[src/rtl/rf_wb_arbiter.sv]
// Register-file writeback arbiter: merges pipeline writebacks with a one-entry
// buffered mul/div result, forcing a one-cycle pipeline stall if the buffer starves.
module rf_wb_arbiter #(
   parameter int STARVE_LIM = 4
) (
   input  logic        WBA_clk,
   input  logic        WBA_rst_n,
   input  logic        p_we,
   input  logic [4:0]  p_rdc,
   input  logic [31:0] p_rd,
   input  logic        md_valid,
   input  logic [4:0]  md_rdc,
   input  logic [31:0] md_rd,
   output logic        md_ready,
   output logic        pipe_stall,
   output logic        rf_w,
   output logic [4:0]  rf_rdc,
   output logic [31:0] rf_rd,
   output logic        buf_busy,
   output logic [4:0]  buf_rdc,
   output logic        err_drop,
   output logic [1:0]  fsm_state
);

   // MD handshake: a result transfers at the rising edge where md_valid and
   // md_ready are both 1; md_valid may be held or dropped freely otherwise.
   typedef enum logic [1:0] {
      IDLE  = 2'd0,
      WAIT  = 2'd1,
      FORCE = 2'd2
   } state_t;

   localparam logic [2:0] LIM = 3'(STARVE_LIM);

   state_t      state;
   logic [2:0]  starve_cnt;
   logic [4:0]  hold_rdc;
   logic [31:0] hold_rd;
   logic        p_grant;
   logic        b_grant;
   logic        md_load;
   logic [2:0]  cnt_inc;

   assign p_grant   = p_we & ~pipe_stall;
   assign b_grant   = buf_busy & ~p_grant;
   assign md_ready  = WBA_rst_n & ~buf_busy;
   assign md_load   = md_valid & md_ready;
   assign buf_rdc   = buf_busy ? hold_rdc : 5'd0;
   assign cnt_inc   = (starve_cnt == 3'd7) ? starve_cnt : starve_cnt + 3'd1;
   assign fsm_state = state;

   always_ff @(posedge WBA_clk) begin
      if (!WBA_rst_n) begin
         state      <= IDLE;
         starve_cnt <= 3'd0;
         hold_rdc   <= 5'd0;
         hold_rd    <= 32'd0;
         buf_busy   <= 1'b0;
         pipe_stall <= 1'b0;
         err_drop   <= 1'b0;
         rf_w       <= 1'b0;
         rf_rdc     <= 5'd0;
         rf_rd      <= 32'd0;
      end else begin
         if (p_we && pipe_stall)
            err_drop <= 1'b1;

         // Index 0 is consumed like any other grant but never written.
         if (p_grant) begin
            rf_w   <= |p_rdc;
            rf_rdc <= p_rdc;
            rf_rd  <= p_rd;
         end else if (b_grant) begin
            rf_w   <= |hold_rdc;
            rf_rdc <= hold_rdc;
            rf_rd  <= hold_rd;
         end else begin
            rf_w   <= 1'b0;
         end

         if (md_load) begin
            hold_rdc <= md_rdc;
            hold_rd  <= md_rd;
            buf_busy <= 1'b1;
         end else if (b_grant) begin
            buf_busy <= 1'b0;
         end

         pipe_stall <= 1'b0;
         case (state)
            IDLE: begin
               starve_cnt <= 3'd0;
               if (md_load)
                  state <= WAIT;
            end
            WAIT: begin
               if (b_grant) begin
                  starve_cnt <= 3'd0;
                  state      <= IDLE;
               end else if (p_grant) begin
                  starve_cnt <= cnt_inc;
                  if (cnt_inc == LIM) begin
                     state      <= FORCE;
                     pipe_stall <= 1'b1;
                  end
               end
            end
            FORCE: begin
               // Pipeline is stalled, so the buffer is granted this cycle.
               starve_cnt <= 3'd0;
               state      <= IDLE;
            end
            default: begin
               starve_cnt <= 3'd0;
               state      <= IDLE;
            end
         endcase
      end
   end

endmodule

[config.mk]
export PLATFORM = sky130hd
export DESIGN_NAME = rf_wb_arbiter
export DESIGN_NICKNAME = d
export VERILOG_FILES = /design/src/rtl/rf_wb_arbiter.sv
export SDC_FILE = /design/constraint.sdc
export NUM_CORES = 1
export LEC_CHECK = 0
export ABC_AREA = 0
export CORE_ASPECT_RATIO = 0.5
export CORE_UTILIZATION = 39
export DETAILED_ROUTE_END_ITERATION = 7
export GPL_TIMING_DRIVEN = 0
export PLACE_DENSITY = 0.77
export SKIP_CTS_REPAIR_TIMING = 1
export SLEW_MARGIN = 20
export SYNTH_ARGS = -nofsm -noshare
export SYNTH_HDL_FRONTEND = slang
export SYNTH_SLANG_ARGS = --single-unit
[constraint.sdc]
create_clock -name WBA_clk -period 1.4 [get_ports WBA_clk]
set_input_delay 0.21 -clock WBA_clk [delete_from_list [all_inputs] [get_ports WBA_clk]]
set_output_delay 0.21 -clock WBA_clk [all_outputs]
set_load 0.01 [all_outputs]
==> results of run 1 <==
[metal layers]
layer,GRT usage,routed length [µm],vias up,part of all wire
met3,0.0601,495,7,0.049
met4,0.0675,69,0,0.0069
met5,0,0,-,0
met1,0.285,4460,1533,0.45
met2,0.380,4980,92,0.50
li1,-,-,1597,-
[placed cells by master (no fill, tap or decap), types with 2 or more instances in the layout]
cell / netlist / routed
dfxtp_1: 83 / 81
clkdlybuf4s50_1: 0 / 76
nand2_1: 74 / 74
dlymetal6s2s_1: 0 / 43
nand3_1: 37 / 37
nor2_1: 36 / 35
mux2i_1: 32 / 32
a211oi_1: 32 / 32
a21oi_1: 14 / 14
buf_4: 3 / 13
clkbuf_16: 0 / 9
buf_6: 0 / 8
o21ai_0: 7 / 7
clkbuf_2: 0 / 6
clkbuf_4: 0 / 6
and2_4: 0 / 5
nor3_1: 4 / 4
buf_2: 14 / 3
clkbuf_1: 8 / 3
buf_1: 4 / 3
clkinv_4: 0 / 3
clkinvlp_4: 0 / 3
inv_2: 2 / 2
nand3b_1: 2 / 2
[worst paths after layout]
kind,startpoint,to,slack (ns),depth (start not counted)
setup / recovery,starve_cnt[0],fsm_state[0],-0.18,4
hold / removal,WBA_rst_n,rf_rdc[0],0.17,3
setup reg to reg,starve_cnt[0],fsm_state[0],-0.18,4
hold reg to reg,fsm_state[1],fsm_state[0],0.44,1
[state kept, by name, indices dropped and copies added (netlist names)]
name and flops:
hold_rd 32, rf_rd 32, hold_rdc 5, rf_rdc 5, starve_cnt 3, fsm_state 2, buf_busy 1, err_drop 1
pipe_stall 1, rf_w 1
[power by group through the flow]
stage          Combinational, µW  Clock, µW  Sequential (µW)
3_5_place_dp                 953          0             2670
4_1_cts                      962       2410             2620
2_1_floorplan                398          0             2700
3_3_place_gp                 940          0             2670
5_1_grt                     1080       2540             2640
6_report                    1000       2390             2620
[per-stage QoR]
stage               setup slack [ns]  TNS [ns]
floorplan                    -0.0804   -0.0804
global route                  -0.263    -0.935
finish                        -0.181    -0.209
global placement              -0.384    -18.67
detailed placement            -0.397    -20.50
CTS                           -0.700     -6.05
[worst reg2reg max path, stage by stage (launching register included)]
cell       delay [ns]
dfxtp_4          0.36
ha_4             0.26
and2b_2          0.21
a221o_1          0.34
a2111oi_2        0.31
[final cells by class]
| type | instances | area, µm² | share of cell area |
|---|---|---|---|
| Timing Repair Buffer | 134 | 1430 | 0.270 |
| Clock buffer | 9 | 225 | 0.0426 |
| Tap cell | 112 | 140 | 0.0265 |
| Multi-Input combinational cell | 261 | 1520 | 0.287 |
| Inverter | 3 | 11.3 | 0.00213 |
| Clock inverter | 7 | 78.8 | 0.0149 |
| Sequential cell | 83 | 1670 | 0.315 |
| Buffer | 30 | 220 | 0.0416 |
[cell families after synthesis]
| logic type | count (synthesis) |
|---|---|
| AND/OR/NAND/NOR | 165 |
| flip-flops | 83 |
| AO/OA/AOI/OAI | 62 |
| buffers and inverters | 33 |
| multiplexers | 32 |
| XOR/XNOR | 1 |
| adder cells (fa/ha/maj) | 1 |
==> results.toml, run 1 <==
[worst_setup_path]
crit_slowest_cell = "dfxtp_4"
crit_path_start_kind = "flop"
cp_top_family = "compound AO/OA/AOI/OAI gates"
worst-path-max-fanout = 4
cpPeakStageDelay_ns = 0.36
critPathCaptureType = "flop"
path_class = "reg -> reg"
required_ns = 1.63
path_cells = "ha_4 > and2b_2 > a221o_1 > a2111oi_2"
critPathArrivalTime_ns = 1.81
path_buf_inv = 0

[yosys]
synth_top_area_frac = 0.502
synth_area_mm2 = 0.00331
synth_mux_area_frac = 0.0967
yosys.area_share.simple = 0.219
synthTopCellsByArea = "dfxtp_1, mux2i_1, nand2_1"
netlist-cell-type-count = 36
synthAdderAreaFrac = 0.00378
synth.avg_cell_area_um2 = 8.78
synth_flop_cell = "dfxtp_1"
synth_cells = 377
synthTopCellsByCount = "dfxtp_1, nand2_1, nand3_1"
synth_seq_cells = 83
synthArstFlopShare = 0
yosysMostFrequentCell = "dfxtp_1"
yosys.area.top_type = "dfxtp_1"
synth_warnings = 0
ys_seq_area_frac = 0.502
synth-edff-count = 0
synth_xor_area_frac = 0.00264
synth_top_family_by_area = "simple AND/OR/NAND/NOR gates"
synth_nets = 456
synth_compound_area_frac = 0.127

[cts]
cts_buffer_depth = 2
cts_tree = "done"
htreeDepth = 3
cts.clk_slew.worst_paths_ns = 0.07
cts_buffers = 9
cts_root_buf = "clkbuf_16"
cts_sinks = 83
insertion_delay_ns = 0.34

[floorplanning]
fp-row-count = 23
ios = 127
die_area_mm2 = 0.00889
core_area_mm2 = 0.00812
die_width_um = 132
initial_core_util = 0.408
die_h_um = 67.2

[finish]
nets = 601
fillers = 679
area_growth_pct = 59.7
n_antenna_cell = 0
fin_area_mm2 = 0.00529
final_cell_count_no_fill = 639
drive_gt1_frac = 0.135
final_util = 0.652

[grt]
grt_pass1_vias = 3016
grt_pass1_wl_mm = 15.3
grt_start_max_net_pins = 16
antenna_found_initial = 0
grt_overflow = 0
grtUsageTotal = 0.224

[timing]
slew_headroom = 0.658
slew_violations = 0
skew_ns = 0.00594
rsz0062_at_grt = "true"
fmax_ghz = 0.632
setup_slack_ns = -0.181
setup_viol = 4
period_needed_ns = 1.58
period_share = 1.13
hold_viol = 0
worst_slew_pin_slew_ns = 0.514
fin_hold_ws_ns = 0.172

[placement]
io_buffers = 125
dpl_cell_area_mm2 = 0.00470
gp_congestion = 0.782
dp.cells = 614
dp_hpwl_mm = 6.83

[power_and_ir_drop]
p_per_area_mw_per_mm2 = 1140
combPwrFrac = 0.167
p_switching_uw = 1540
intPower_uw = 4480
switching_share = 0.256
leakage_uw = 0.00276
total_power_uw = 6020
seqPwrFrac = 0.436
ir_drop_mv = 0.682
clkPwrFrac = 0.398

[routing]
drt_pass1_iterations = 4
drt_iter0_drc = 149
viasPerCell = 5.05
wl_per_cell_um = 15.7
drc = 0
drt-total-wl_mm = 10.0
ant_nets = 0
vias = 3229

[min_path]
hp-class = "in -> reg"

[outcome]
status = "finished, violations left"
violations = "negative setup slack"

[run]
cap_viol_max_count = 0
No activity file was read; power rests on OpenSTA's default activity.
==> run 2, diff against run 1 <==
- ABC_CLOCK_PERIOD_IN_PS: unset -> 1400
==> results of run 2 <==
Final layout, timing and power as in run 1 (identical DEF).
